===== config.mk =====
export PLATFORM = sky130hd
export DESIGN_NAME = stopwatch_key_fsm
export DESIGN_NICKNAME = d
export VERILOG_FILES = /design/src/rtl/stopwatch_pkg.sv /design/src/rtl/key_debounce.sv /design/src/rtl/stopwatch_key_fsm.sv
export SDC_FILE = /design/constraint.sdc
export NUM_CORES = 1
export LEC_CHECK = 0
export ABC_CLOCK_PERIOD_IN_PS = 4050
export BUFFER_PORTS_ARGS = -buffer_cell sky130_fd_sc_hd__clkbuf_2
export CAP_MARGIN = 20
export CORE_MARGIN = 4
export CORE_UTILIZATION = 41
export DETAILED_ROUTE_END_ITERATION = 16
export GPL_ROUTABILITY_DRIVEN = 0
export MAX_ROUTING_LAYER = met4
export PLACE_DENSITY = 0.63
export SLEW_MARGIN = 0
export SYNTH_ARGS = -nofsm -noshare
export SYNTH_HDL_FRONTEND = slang
export SYNTH_SLANG_ARGS = --single-unit

===== constraint.sdc =====
create_clock -name clk -period 4.05 [get_ports clk]
set_clock_uncertainty 0.15 [all_clocks]
set_input_delay 0.6075 -clock clk [delete_from_list [all_inputs] [get_ports clk]]
set_output_delay 0.6075 -clock clk [all_outputs]
set_load 0.02 [all_outputs]

===== src/rtl/stopwatch_pkg.sv =====
// stopwatch_pkg
//   Shared types and constants for the stopwatch key front end.
//   - sw_state_e : mode machine states
//   - LED_*      : one-hot status LED patterns, one per state
//   - DEF_*      : default clock / strobe / debounce settings for the board
//   - is_running : true in the states where the 10 ms divider runs
package stopwatch_pkg;

  localparam int unsigned DEF_CLK_HZ      = 50_000_000;
  localparam int unsigned DEF_TICK_HZ     = 100;
  localparam int unsigned DEF_DEBOUNCE_MS = 20;

  typedef enum logic [1:0] {
    ST_RESET        = 2'd0,
    ST_COUNTING     = 2'd1,
    ST_PAUSE        = 2'd2,
    ST_DISPLAY_STOP = 2'd3
  } sw_state_e;

  localparam logic [3:0] LED_RESET        = 4'b0001;
  localparam logic [3:0] LED_COUNTING     = 4'b0010;
  localparam logic [3:0] LED_PAUSE        = 4'b0100;
  localparam logic [3:0] LED_DISPLAY_STOP = 4'b1000;

  function automatic logic is_running(input sw_state_e s);
    return (s == ST_COUNTING) || (s == ST_DISPLAY_STOP);
  endfunction

endpackage


===== src/rtl/key_debounce.sv =====
// key_debounce
//   Synchronises one raw active-low pushbutton, debounces it and emits a
//   single-cycle pulse when the debounced level goes from released (1) to
//   pressed (0). Releases and long holds produce nothing.
// Ports:
//   clk      in   clock
//   reset    in   asynchronous active-high reset
//   key_n_i  in   raw pushbutton, low = pressed, asynchronous to clk
//   press_o  out  registered one-cycle press pulse
module key_debounce #(
  parameter int unsigned DB_CYCLES = 4
) (
  input  logic clk,
  input  logic reset,
  input  logic key_n_i,
  output logic press_o
);

  localparam int unsigned CW = (DB_CYCLES > 1) ? $clog2(DB_CYCLES) : 1;
  localparam logic [CW-1:0] CNT_LAST = CW'(DB_CYCLES - 1);

  logic          sync1_q, sync2_q;
  logic          level_q, level_d;
  logic [CW-1:0] cnt_q, cnt_d;
  logic          press_q;

  // cnt_q counts consecutive cycles in which the synchronised key disagrees
  // with the accepted level; the level flips on the DB_CYCLES-th such cycle.
  // Any cycle of agreement drops the count back to zero.
  always_comb begin
    level_d = level_q;
    cnt_d   = '0;
    if (sync2_q != level_q) begin
      if (cnt_q == CNT_LAST) begin
        level_d = sync2_q;
      end else begin
        cnt_d = cnt_q + 1'b1;
      end
    end
  end

  always_ff @(posedge clk or posedge reset) begin
    if (reset) begin
      sync1_q <= 1'b1;
      sync2_q <= 1'b1;
      level_q <= 1'b1;
      cnt_q   <= '0;
      press_q <= 1'b0;
    end else begin
      sync1_q <= key_n_i;
      sync2_q <= sync1_q;
      level_q <= level_d;
      cnt_q   <= cnt_d;
      press_q <= level_q & ~level_d;
    end
  end

  assign press_o = press_q;

endmodule


===== src/rtl/stopwatch_key_fsm.sv =====
// stopwatch_key_fsm
//   Front end of the stopwatch: debounces the three keys, runs the mode
//   machine and produces the 10 ms count strobe for the counter/display
//   controller.
// Ports:
//   clk            in   board clock
//   reset          in   asynchronous active-high reset
//   key_reset_n    in   raw reset pushbutton, low = pressed
//   key_start_n    in   raw start/pause pushbutton, low = pressed
//   key_display_n  in   raw display-freeze pushbutton, low = pressed
//   count_step     out  one-cycle strobe, advance counter by one 10 ms unit
//   count_clear    out  hold counter at zero
//   display_en     out  1 = display follows count, 0 = display frozen
//   led            out  one-hot mode indication
//
// state           | meaning
// ----------------+-----------------------------------------------
// ST_RESET        | counter held at zero, divider idle
// ST_COUNTING     | divider running, display follows count
// ST_PAUSE        | divider held at zero, count frozen and shown
// ST_DISPLAY_STOP | divider running, display frozen
module stopwatch_key_fsm
  import stopwatch_pkg::*;
#(
  parameter int unsigned CLK_HZ      = DEF_CLK_HZ,
  parameter int unsigned TICK_HZ     = DEF_TICK_HZ,
  parameter int unsigned DEBOUNCE_MS = DEF_DEBOUNCE_MS
) (
  input  logic       clk,
  input  logic       reset,
  input  logic       key_reset_n,
  input  logic       key_start_n,
  input  logic       key_display_n,
  output logic       count_step,
  output logic       count_clear,
  output logic       display_en,
  output logic [3:0] led
);

  localparam int unsigned DB_CYCLES = CLK_HZ / 1000 * DEBOUNCE_MS;
  localparam int unsigned DIV       = CLK_HZ / TICK_HZ;
  localparam int unsigned DW        = (DIV > 1) ? $clog2(DIV) : 1;
  localparam logic [DW-1:0] DIV_LAST = DW'(DIV - 1);

  logic press_rst, press_start, press_disp;

  key_debounce #(.DB_CYCLES(DB_CYCLES)) u_db_reset (
    .clk     (clk),
    .reset   (reset),
    .key_n_i (key_reset_n),
    .press_o (press_rst)
  );

  key_debounce #(.DB_CYCLES(DB_CYCLES)) u_db_start (
    .clk     (clk),
    .reset   (reset),
    .key_n_i (key_start_n),
    .press_o (press_start)
  );

  key_debounce #(.DB_CYCLES(DB_CYCLES)) u_db_display (
    .clk     (clk),
    .reset   (reset),
    .key_n_i (key_display_n),
    .press_o (press_disp)
  );

  sw_state_e     state_q, state_d;
  logic [DW-1:0] div_q, div_d;
  logic          step_q, step_d;

  always_ff @(posedge clk or posedge reset) begin
    if (reset) begin
      state_q <= ST_RESET;
    end else begin
      state_q <= state_d;
    end
  end

  // Only the highest-priority press in a cycle acts: reset, start, display.
  always_comb begin
    state_d = state_q;
    if (press_rst) begin
      state_d = ST_RESET;
    end else if (press_start) begin
      case (state_q)
        ST_RESET:        state_d = ST_COUNTING;
        ST_COUNTING:     state_d = ST_PAUSE;
        ST_PAUSE:        state_d = ST_COUNTING;
        ST_DISPLAY_STOP: state_d = ST_PAUSE;
        default:         state_d = ST_RESET;
      endcase
    end else if (press_disp) begin
      case (state_q)
        ST_COUNTING:     state_d = ST_DISPLAY_STOP;
        ST_DISPLAY_STOP: state_d = ST_COUNTING;
        default:         state_d = state_q;
      endcase
    end
  end

  always_comb begin
    led         = LED_RESET;
    count_clear = 1'b1;
    display_en  = 1'b1;
    case (state_q)
      ST_COUNTING: begin
        led         = LED_COUNTING;
        count_clear = 1'b0;
      end
      ST_PAUSE: begin
        led         = LED_PAUSE;
        count_clear = 1'b0;
      end
      ST_DISPLAY_STOP: begin
        led         = LED_DISPLAY_STOP;
        count_clear = 1'b0;
        display_en  = 1'b0;
      end
      default: begin
        led         = LED_RESET;
        count_clear = 1'b1;
        display_en  = 1'b1;
      end
    endcase
  end

  // The divider is forced to zero while idle and on the edge that leaves a
  // running state, so a fresh start always waits a full DIV cycles. The
  // strobe is suppressed on the edge that stops counting, even if the
  // divider is at its terminal count.
  always_comb begin
    if (!is_running(state_q) || !is_running(state_d)) begin
      div_d = '0;
    end else if (div_q == DIV_LAST) begin
      div_d = '0;
    end else begin
      div_d = div_q + 1'b1;
    end
    step_d = is_running(state_q) && is_running(state_d) && (div_q == DIV_LAST);
  end

  always_ff @(posedge clk or posedge reset) begin
    if (reset) begin
      div_q  <= '0;
      step_q <= 1'b0;
    end else begin
      div_q  <= div_d;
      step_q <= step_d;
    end
  end

  assign count_step = step_q;

endmodule

==> results.ini <==
[outcome]
status=finished clean

[floorplan]
die_h_um=114
fp-row-count=38
core_mm2=0.0109
die_w_um=114
ios=12
start_util_pct=42.2
die_area_mm2=0.0130

[power_and_ir_drop]
powerDensity_mw_per_mm2=361
peakVddDrop_mv=0.162
p_leak_uw=0.00198

[timing]
tns_ns=0
slew_violations=0
final-setup-viol-count=0
period_share_pct=58.5
hold-worst-slack_ns=0.0790
rsz0062_at_grt=false
fmax_mhz=422
period_needed_ns=2.37
worstMarginPinSlew_ns=0.858
max_slew_margin_pct=42.2
final_hold_viol_count=0

[routing]
wirelength_um=8570
wl_met3_um=205
post_drt_wl_per_cell_um=13.9
vias=3358
drt-met1-wl_um=4160
routed-wl-met2_um=4120
drt_pass1_iterations=4
drtIter0Drc=141
viasPerCell=5.42
drc_errors=0
ant_nets=0
routed.top_layer=met4

[synthesis]
synth_seq_area_share_pct=51.2
ys_types=40
ys_ff_latch=94
syn_nets=478
synth_top_flop_cell=dfrtp_1
synth-edff-count=0
synth_cells=464
synthesis.area_mm2=0.00462
synthArstFlopShare_pct=100
avgSynthCellArea_um2=9.95
yosysWarnings=0

[global_routing]
grt_max_degree=59
grt_use_total_pct=14.5
grt_pass1_wl_um=15100
grt_pass1_vias=3254
overflow=0
antenna_found_initial=0

[worst_setup_path]
crit_required_ns=4.10
arrival_ns=2.41
critPathTopFamily=simple AND/OR/NAND/NOR gates
critPathCaptureType=flop
criticalPathCategory=reg -> reg
startpoint=u_db_display.cnt_q[8]$_DFF_PP0_
path_cells=or4b_1 > or4_4 > o21ai_4 > nor2_1
worstReg2RegStart=u_db_display.cnt_q[8]$_DFF_PP0_
max_stage_delay_ns=0.57
critical_path.max_fanout=19
path_buf_inv=0
crit_slowest_cell=or4_4
startpoint_type=flop

[clock_tree]
cts_made_buffers=9
cts_sinks=94
cts_buffer_depth=2
cts_tree=built
cts.root.buffer_cell=clkbuf_16
ctsResizeCount=0
cts_setup_buffers=0
htree_levels=3
insertion_delay_ns=0.34
hold_buffers=0
clkTransAtPathRegs_ns=0.06

[placement]
port_buffers=11
placed_area_mm2=0.00480
hpwlAfterDp_um=5900

[layout]
fillers=1035
fin_area_mm2=0.00511
fin_nets=488
multiInputGateArea_mm2=0.00212
area_growth_pct=10.8
diodes=0
ff_latch_area_mm2=0.00236
fin_util_pct=46.8
drive_above_1_share_pct=10.4

[flow_run]
max_cap_violations=0

[hold_path]
hp-class=in -> async

==> metrics by stage <==
step | setup WS, ns | cells | power, uW
6_report | 1.68 | 619 | 1850
5_1_grt | 1.55 | 619 | 1930
4_1_cts | 1.67 | 618 | 1880
3_5_place_dp | 1.67 | 602 | 1030
3_3_place_gp | 1.71 | 602 | 1030
2_1_floorplan | 0.859 | 464 | 1010
==> power breakdown <==
part           internal, uW  switching (uW)  total [uW]
Clock                   494             339         833
Sequential              952            8.97         961
Combinational          15.5            37.0        52.6
==> sequential cells by signal, indices dropped and copies added (netlist names), 2 cells and up <==
name                cells
u_db_display.cnt_q     20
u_db_reset.cnt_q       20
u_db_start.cnt_q       20
div_q                  19
state_q                 2
==> final cells by class <==
cell class                      instances  share of cell area (%)
Multi-Input combinational cell        339                    41.4
Clock inverter                          4                   0.930
Inverter                               16                    1.20
Sequential cell                        94                    46.2
Clock buffer                           12                    4.82
Timing Repair Buffer                   14                    2.01
Tap cell                              140                    3.43
==> path summary, 6_finish.rpt <==
| check | endpoint | slack (ns) | depth (start not counted) |
|---|---|---|---|
| max | u_db_display.cnt_q[11]$_DFF_PP0_ | 1.68 | 4 |
| min | u_db_reset.cnt_q[3]$_DFF_PP0_ | 0.08 | 2 |
| max reg2reg | u_db_display.cnt_q[11]$_DFF_PP0_ | 1.68 | 4 |
| min reg2reg | u_db_display.sync2_q$_DFF_PP1_ | 0.21 | 0 |
| max in group asynchronous | u_db_display.level_q$_DFF_PP1_ | 2.83 | 4 |
| min in group clk | u_db_reset.sync1_q$_DFF_PP1_ | 0.19 | 1 |
==> routing by layer <==
metal,track usage [%],up-vias
met2,22.5,31
li1,-,1677
met4,4.59,0
met5,-,-
met1,19.1,1642
met3,3.17,8
==> worst register-to-register path, cell delays in order (launching register included) <==
cell and delay [ns]:
dfrtp_1 0.41, or4b_1 0.54, or4_4 0.57, o21ai_4 0.46
nor2_1 0.11
==> cell usage after synthesis (all sizes together), types with 2 or more instances <==
cell type  count  area, um^2
dfrtp         85        2130
nor2          67         251
xnor2         31         272
nand3         27         140
nand2         25        93.8
a21oi         24         120
nand4         21         131
xor2          20         175
or4           17         135
inv           16        60.1
o21ai         16         103
or3           12        75.1
clkbuf        11        41.3
nor3          11        55.1
nor4          11        68.8
dfstp          9         236
ha             9         113
o31ai          8        60.1
and3           7        43.8
and2           5        31.3
and4           5        43.8
buf            4        35.0
nor4b          4        35.0
mux2           3        33.8
a211oi         2        15.0
nand2b         2        12.5
nand4b         2        17.5
or2            2        12.5
or4b           2        20.0
==> cells in the final DEF, fill, tap and decap left out, drive strengths merged, types with 5 or more instances in the layout <==
| cell type | instances |
|---|---|
| nand3 | 27 |
| o21ai | 16 |
| inv | 15 |
| and2 | 5 |
| dfrtp | 85 |
| or4 | 17 |
| and4 | 5 |
| a21oi | 24 |
| nand2 | 25 |
| o31ai | 8 |
| xor2 | 20 |
| nor4 | 11 |
| nand4 | 21 |
| nor2 | 67 |
| xnor2 | 31 |
| dfstp | 9 |
| ha | 9 |
| or3 | 12 |
| nor3 | 11 |
| clkbuf | 23 |
| and3 | 7 |
==> kinds of logic (layout without fill, tap and decap cells) <==
family | count (synthesis) | in the layout | synth area share [%]
muxes | 3 | 3 | 0.732
AOI/OAI and AO/OA | 54 | 54 | 7.32
and+or+nand+nor | 222 | 222 | 25.7
buffers and inverters | 31 | 46 | 2.95
DFF | 94 | 94 | 51.2
adders and majority gates | 9 | 9 | 2.44
xor gates and xnor gates | 51 | 51 | 9.68
(Power assumes the default switching activity.)
